$ cat src/rtl/lsu_dmem_if.sv
// Load/store unit bridge to a word-wide data memory: sub-word, misaligned and split accesses.
// Latency: aligned load 3 cycles, aligned store 2 cycles; each split access adds one grant/rvalid round.
// Backpressure: o_busy stalls the core; requests hold on o_mem_* until i_mem_gnt, loads wait for rvalid.
module lsu_dmem_if (
    input  logic        i_clk,
    input  logic        i_reset,
    input  logic        i_req,
    input  logic        i_dmem_we,
    input  logic [31:0] i_addr,
    input  logic [31:0] i_wdata,
    input  logic [1:0]  i_lsu_size,
    input  logic        i_lsu_signed,
    output logic        o_busy,
    output logic        o_done,
    output logic        o_err,
    output logic [31:0] o_rdata,
    output logic        o_mem_req,
    output logic        o_mem_we,
    output logic [31:0] o_mem_addr,
    output logic [3:0]  o_mem_be,
    output logic [31:0] o_mem_wdata,
    input  logic        i_mem_gnt,
    input  logic        i_mem_rvalid,
    input  logic [31:0] i_mem_rdata
);

    typedef enum logic [2:0] {IDLE, REQ0, WAIT0, REQ1, WAIT1, DONE} state_t;

    typedef struct packed {
        logic [31:0] addr;
        logic [31:0] wdata;
        logic        we;
        logic [1:0]  size;
        logic        zext;
    } lsu_req_t;

    state_t      state, state_nxt;
    lsu_req_t    req_q;
    logic [31:0] w0_q;

    logic [1:0]  off;
    logic [2:0]  nbytes;
    logic [3:0]  mask;
    logic        split;
    logic [5:0]  sh;
    logic [31:0] base_addr;
    logic [31:0] w0, w1, rd_word, load_val;
    logic        accept, illegal, rd_last;

    assign off       = req_q.addr[1:0];
    assign sh        = {1'b0, off, 3'b000};
    assign base_addr = {req_q.addr[31:2], 2'b00};
    assign split     = ({1'b0, off} + nbytes) > 3'd4;

    assign illegal = (state == IDLE) && i_req && (i_lsu_size == 2'b11);
    assign accept  = (state == IDLE) && i_req && (i_lsu_size != 2'b11);
    assign rd_last = i_mem_rvalid && (((state == WAIT0) && !split) || (state == WAIT1));

    always_comb begin
        case (req_q.size)
            2'b00:   begin nbytes = 3'd1; mask = 4'b0001; end
            2'b01:   begin nbytes = 3'd2; mask = 4'b0011; end
            default: begin nbytes = 3'd4; mask = 4'b1111; end
        endcase
    end

    // The word arriving this cycle is used directly so o_rdata is valid in DONE.
    assign w0      = (state == WAIT0) ? i_mem_rdata : w0_q;
    assign w1      = (state == WAIT1) ? i_mem_rdata : 32'h0;
    assign rd_word = (w0 >> sh) | (w1 << (6'd32 - sh));

    always_comb begin
        case (req_q.size)
            2'b00:   load_val = req_q.zext ? {24'h0, rd_word[7:0]}
                                           : {{24{rd_word[7]}}, rd_word[7:0]};
            2'b01:   load_val = req_q.zext ? {16'h0, rd_word[15:0]}
                                           : {{16{rd_word[15]}}, rd_word[15:0]};
            default: load_val = rd_word;
        endcase
    end

    always_ff @(posedge i_clk) begin
        if (!i_reset) state <= IDLE;
        else          state <= state_nxt;
    end

    always_comb begin
        state_nxt   = state;
        o_mem_req   = 1'b0;
        o_mem_we    = 1'b0;
        o_mem_addr  = 32'h0;
        o_mem_be    = 4'b0000;
        o_mem_wdata = 32'h0;
        case (state)
            IDLE: begin
                if (accept) state_nxt = REQ0;
            end
            REQ0: begin
                o_mem_req   = 1'b1;
                o_mem_we    = req_q.we;
                o_mem_addr  = base_addr;
                o_mem_be    = mask << off;
                o_mem_wdata = req_q.wdata << sh;
                if (i_mem_gnt) begin
                    if (!req_q.we) state_nxt = WAIT0;
                    else           state_nxt = split ? REQ1 : DONE;
                end
            end
            WAIT0: begin
                if (i_mem_rvalid) state_nxt = split ? REQ1 : DONE;
            end
            REQ1: begin
                // Second word of a split access; address wraps naturally at 2^32.
                o_mem_req   = 1'b1;
                o_mem_we    = req_q.we;
                o_mem_addr  = base_addr + 32'd4;
                o_mem_be    = mask >> (3'd4 - {1'b0, off});
                o_mem_wdata = req_q.wdata >> (6'd32 - sh);
                if (i_mem_gnt) state_nxt = req_q.we ? DONE : WAIT1;
            end
            WAIT1: begin
                if (i_mem_rvalid) state_nxt = DONE;
            end
            DONE:    state_nxt = IDLE;
            default: state_nxt = IDLE;
        endcase
    end

    assign o_busy = (state != IDLE);
    assign o_done = (state == DONE);

    always_ff @(posedge i_clk) begin
        if (!i_reset) begin
            req_q   <= '0;
            w0_q    <= 32'h0;
            o_err   <= 1'b0;
            o_rdata <= 32'h0;
        end else begin
            o_err <= illegal;
            if (accept) begin
                req_q.addr  <= i_addr;
                req_q.wdata <= i_wdata;
                req_q.we    <= i_dmem_we;
                req_q.size  <= i_lsu_size;
                req_q.zext  <= i_lsu_signed;
            end
            if ((state == WAIT0) && i_mem_rvalid) w0_q <= i_mem_rdata;
            if (rd_last) o_rdata <= load_val;
        end
    end

endmodule

$ cat config.mk
export PLATFORM = sky130hd
export DESIGN_NAME = lsu_dmem_if
export DESIGN_NICKNAME = d
export VERILOG_FILES = /design/src/rtl/lsu_dmem_if.sv
export SDC_FILE = /design/constraint.sdc
export NUM_CORES = 1
export LEC_CHECK = 0
export ABC_CLOCK_PERIOD_IN_PS = 6200
export CORE_ASPECT_RATIO = 0.6
export CORE_MARGIN = 2
export CORE_UTILIZATION = 50
export DETAILED_ROUTE_END_ITERATION = 6
export GPL_ROUTABILITY_DRIVEN = 0
export MAX_ROUTING_LAYER = met4
export PLACE_DENSITY = 0.8
export SKIP_CTS_REPAIR_TIMING = 1
export SLEW_MARGIN = 20
export SYNTH_ARGS = -nofsm -noshare
export SYNTH_HDL_FRONTEND = slang
export SYNTH_SLANG_ARGS = --single-unit
$ cat constraint.sdc
create_clock -name i_clk -period 6.2 [get_ports i_clk]
set_input_delay 1.24 -clock i_clk [delete_from_list [all_inputs] [get_ports i_clk]]
set_output_delay 1.24 -clock i_clk [all_outputs]
set_load 0.005 [all_outputs]
==> Word-level counts from Yosys, hierarchy flattened <==
Cells that the tools add are included.
{ "op_classes": {"add_sub_neg": 4, "n_lt_le_gt_ge": 1, "n_eq_ne": 13, "bitwise": 1, "muxes": 21, "n_reduce_logical": 13, "shifts": 6} }
{ "ops": {"columns": ["cell", "count"], "rows": [
  ["$pmux W32 S2", 3],
  ["$mux W32", 4],
  ["$add A32 B3 Y32 const B", 1],
  ["$or A32 B32 Y32", 1],
  ["$shl A32 B5 Y32", 1],
  ["$shl A32 B6 Y32", 1],
  ["$shr A32 B5 Y32", 1],
  ["$shr A32 B6 Y32", 1],
  ["$mux W3", 7],
  ["$pmux W4 S2", 2],
  ["$pmux W3 S5", 1],
  ["$ne A2 B2 Y1 const B", 6],
  ["$eq A3 B2 Y1 const B", 2],
  ["$eq A3 B3 Y1 const B", 2],
  ["$logic_and A1 B1 Y1", 6],
  ["$pmux W3 S2", 1],
  ["$sub A6 B5 Y6 const A", 1],
  ["$reduce_and A5 Y1", 1],
  ["$shl A4 B2 Y4", 1],
  ["$shr A4 B3 Y4", 1],
  ["$add A2 B3 Y3", 1],
  ["$eq A3 B1 Y1 const B", 1],
  ["$gt A3 B3 Y1 const B", 1],
  ["$logic_not A3 Y1", 1],
  ["9 further kinds", 11]
]} }
{ "totals": {"regBits": 136} }

==> Logic depth before layout (Yosys ltp) <==
{ "logic_depth": {"word_depth": 8, "depth_mapped": 12, "ltp_nobuf": 10} }

==> Least setup slack after synthesis <==
OpenSTA, ideal clock, no wires.
{ "synth_path": {"kind": "register to output", "start": "reg req_q, in the netlist off[0]", "end": "out o_mem_wdata[7]", "n_path_buf": 6, "arrival_ns": 3.114, "t_required_ns": 4.960, "path_stages_with_launch": 12, "path_slack_ns": 1.846, "path_cell_list": "dfxtp_1 -> buf_2 -> inv_2 -> buf_1 -> clkbuf_1 -> ha_1 -> clkbuf_1 -> clkbuf_1 -> buf_1 -> mux2i_1 -> nand2_1 -> a32o_1"} }
{ "synth_between": {"elab_chain_len": 3} }
{ "synth_rtl": {"columns": ["item", "line", "rtl"], "rows": [
  ["start: declaration", "38", "lsu_req_t req_q;"],
  ["$sub A6 B5 Y6", "118", "o_mem_wdata = req_q.wdata >> (6'd32 - sh);"],
  ["$shr A32 B6 Y32", "118", null],
  ["$pmux W32 S2 (*)", "94", "case (state)"],
  ["end: declaration", "21", "output logic [31:0] o_mem_wdata,"]
]} }
Mark *: on every way between the ends. The rest lies on a longest branch, timed or not.

==> Worst setup path after layout <==
{ "layout_path": {"start": "reg req_q, in the netlist off[0]", "end": "out o_mem_be[3]"} }
{ "layout_between": {"elab_chain_len": 3} }
{ "layout_rtl": {"columns": ["item", "line", "rtl"], "rows": [
  ["$sub A3 B2 Y3", "117", "o_mem_be = mask >> (3'd4 - {1'b0, off});"],
  ["$shr A4 B3 Y4", "117", null],
  ["$pmux W4 S2 (*)", "94", null],
  ["end: declaration", "20", "output logic [3:0] o_mem_be,"]
]} }
Marked as above.

==> impl_metrics.env <==
export IMPL_ys_warnings_count=0
export IMPL_seqCellArea_um2=2728
export IMPL_insertion_delay_ns=0.42
export IMPL_yosysSeqAreaShare_pct=30.86
export IMPL_synth_area_mux_share_pct=14.02
export IMPL_viasPerCell=6.104
export IMPL_fill_cells=1453
export IMPL_antenna_found_initial=1
export IMPL_htree_levels=4
export IMPL_grt_setup_unrepaired="no"
export IMPL_setup_ws_ns=0.5673
export IMPL_synth_cells=1139
export IMPL_cts_tree="yes"
export IMPL_wl_per_cell_um=19.56
export IMPL_yosys_top_cells_count="nand2_1, dfxtp_1, a21boi_0"
export IMPL_grt_pass1_vias=8503
export IMPL_io_pins=210
export IMPL_num_vias=9352
export IMPL_dieArea_um2=18760
export IMPL_rows=37
export IMPL_timing_fmax_mhz=177.5
export IMPL_clockRootBuffer="clkbuf_16"
export IMPL_finalCritPeriodShare_pct=90.85
export IMPL_cts_path_max_buffers=2
export IMPL_overflow=0
export IMPL_critPathKind="reg2out"
export IMPL_ys_flop_type="dfxtp_1"
export IMPL_dp_hpwl_um=20950
export IMPL_final_setup_viol_count=0
export IMPL_hold_class="reg2reg"
export IMPL_synth_cell_type_count=66
export IMPL_path_clk_slew_ns=0.06
export IMPL_dr_pass1_iters=6
export IMPL_setup_tns_ns=0
export IMPL_nets=1394
export IMPL_synth_edff_count=0
export IMPL_async_flop_share_pct=0
export IMPL_drt_iter0_drc=1307
export IMPL_p_leak_nw=3.815
export IMPL_layout_drive_gt1_share_pct=7.556
export IMPL_area_growth_pct=30.70
export IMPL_ys_seq_elements=136
export IMPL_drt_wl_total_um=29960
export IMPL_synth_top_family_by_area="compound AO/OA/AOI/OAI gates"
export IMPL_yosys_area_share_simple_pct=21.67
export IMPL_status="completed"
export IMPL_drv_cap=0
export IMPL_hold_viol=0
export IMPL_crit_path_max_fanout=50
export IMPL_synth_most_common_cell="nand2_1"
export IMPL_min_period_ns=5.633
export IMPL_skew_ns=0.01322
export IMPL_arrival_ns=4.39
export IMPL_synth_avg_cell_area_um2=7.747
export IMPL_synthXorXnorAreaFrac_pct=2.085
export IMPL_ant_nets=0
export IMPL_yosysTopAreaCellShare_pct=30.86
export IMPL_power_density_nw_per_um2=243.4
export IMPL_synth_area_leader_cell="dfxtp_1"
export IMPL_relSlewSlack_pct=29.27
export IMPL_track_usage_pct=32.37
export IMPL_worst_pin_slew_ns=1.061
export IMPL_synth_fa_ha_area_share_pct=0.7941
export IMPL_drc=0
export IMPL_ir_drop_uv=188.1
export IMPL_cts_sinks=136
export IMPL_numCtsBuffers=17
export IMPL_timing_final_max_slew_violations=0
export IMPL_die_x_um=175.5
export IMPL_die_y_um=106.9
export IMPL_whs_ns=0.4658
export IMPL_synth_area_leaders="dfxtp_1, nand2_1, mux2i_1"
export IMPL_grt_max_degree=101
export IMPL_core_um2=17220
export IMPL_critical_path_required_ns=4.96
export IMPL_synth_compound_area_share_pct=25.67
export IMPL_pre_cts_ws_ns=1.117
export IMPL_grt_pass1_wl_um=46750
export IMPL_initial_core_util_pct=51.24
export IMPL_end_kind="output pin"
export IMPL_syn_area_um2=8823
export IMPL_port_buffers=207
export IMPL_multi_input_area_um2=5710
export IMPL_cp_start_kind="flip-flop"
[flip-flops by register name (all words and copies together) (netlist names)]
name,cells
base_addr,30
o_err,1
o_rdata,32
off,2
req_q,36
state,3
w0_q,32
[through the flow]
| stage | power, mW | std cells | cell area, µm² | util (%) |
|---|---|---|---|---|
| 3_3_place_gp | 1.743 | 1498 | 10900 | 63.28 |
| 2_1_floorplan | 1.463 | 1140 | 8827 | - |
| 5_1_grt | 2.921 | 1532 | 11530 | 66.96 |
| 3_5_place_dp | 1.752 | 1498 | 10900 | 63.29 |
| 4_1_cts | 2.781 | 1530 | 11500 | 66.78 |
| 6_report | 2.807 | 1532 | 11530 | 66.96 |
[final cells by class]
type / instances / area share (%)
Clock buffer: 18 / 3.808
Multi-Input combinational cell: 901 / 49.52
Antenna cell: 1 / 0.02170
Clock inverter: 14 / 1.400
Sequential cell: 136 / 23.65
Tap cell: 234 / 2.539
Timing Repair Buffer: 217 / 18.70
Inverter: 11 / 0.3580
[cells in the final DEF (no fill, tap or decap), drive strengths merged, types with 3 or more instances in the layout]
master	count
nand3b	3
nand2b	6
buf	11
o221a	8
mux4	13
o21ai	53
or3	10
a21oi	69
mux2	3
o21bai	8
and3	7
ha	4
dfxtp	136
a221oi	16
a2bb2oi	5
nand4	15
a32o	9
nor3	7
o32ai	3
and2	17
clkinv	4
clkdlybuf4s50	206
nand3	15
mux2i	91
a21o	3
a31oi	10
inv	17
clkbuf	18
or2	4
nand2	279
nor4	3
xor2	18
o22ai	33
nor2	62
a21boi	99
xnor2	3
[routing by layer]
metal	vias to the layer above	wire, µm	GRT usage (%)
met5	-	0	-
met3	50	3945	10.32
met1	4368	13380	46.39
li1	4344	-	-
met2	590	12160	44.04
met4	0	480	7.202
[worst paths after layout]
kind	start	to	slack (ns)	cells past startpoint
worst min register to register	w0_q[0]$_SDFFE_PN0P_	w0_q[0]$_SDFFE_PN0P_	0.47	2
worst max register to register	off[0]$_SDFFE_PN0P_	o_rdata[0]$_SDFFE_PN0P_	2.20	7
worst max-delay path	off[0]$_SDFFE_PN0P_	o_mem_be[3]	0.57	7
worst min-delay path	w0_q[0]$_SDFFE_PN0P_	w0_q[0]$_SDFFE_PN0P_	0.47	2
[critical path: stages (launching register included)]
cell	delay, ns
dfxtp_4	0.72
inv_2	0.50
ha_2	0.39
nor2_1	0.63
nand2_1	0.62
o21a_1	0.35
o32ai_1	0.16
clkdlybuf4s50_1	0.57
[cells by family after synthesis]
kind of cell | count (synthesis)
AOI/OAI and AO/OA | 328
muxes | 107
DFF | 136
buffers and inverters | 103
adders and majority gates | 5
other | 1
and+or+nand+nor | 438
xor gates and xnor gates | 21
[where the power goes]
| part | internal (mW) | leakage, nW | switching (mW) |
|---|---|---|---|
| Clock | 0.613 | 0.290 | 0.426 |
| Sequential | 0.938 | 1.11 | 0.0937 |
| Combinational | 0.319 | 2.42 | 0.417 |
No activity file was read; power rests on OpenSTA's default activity.
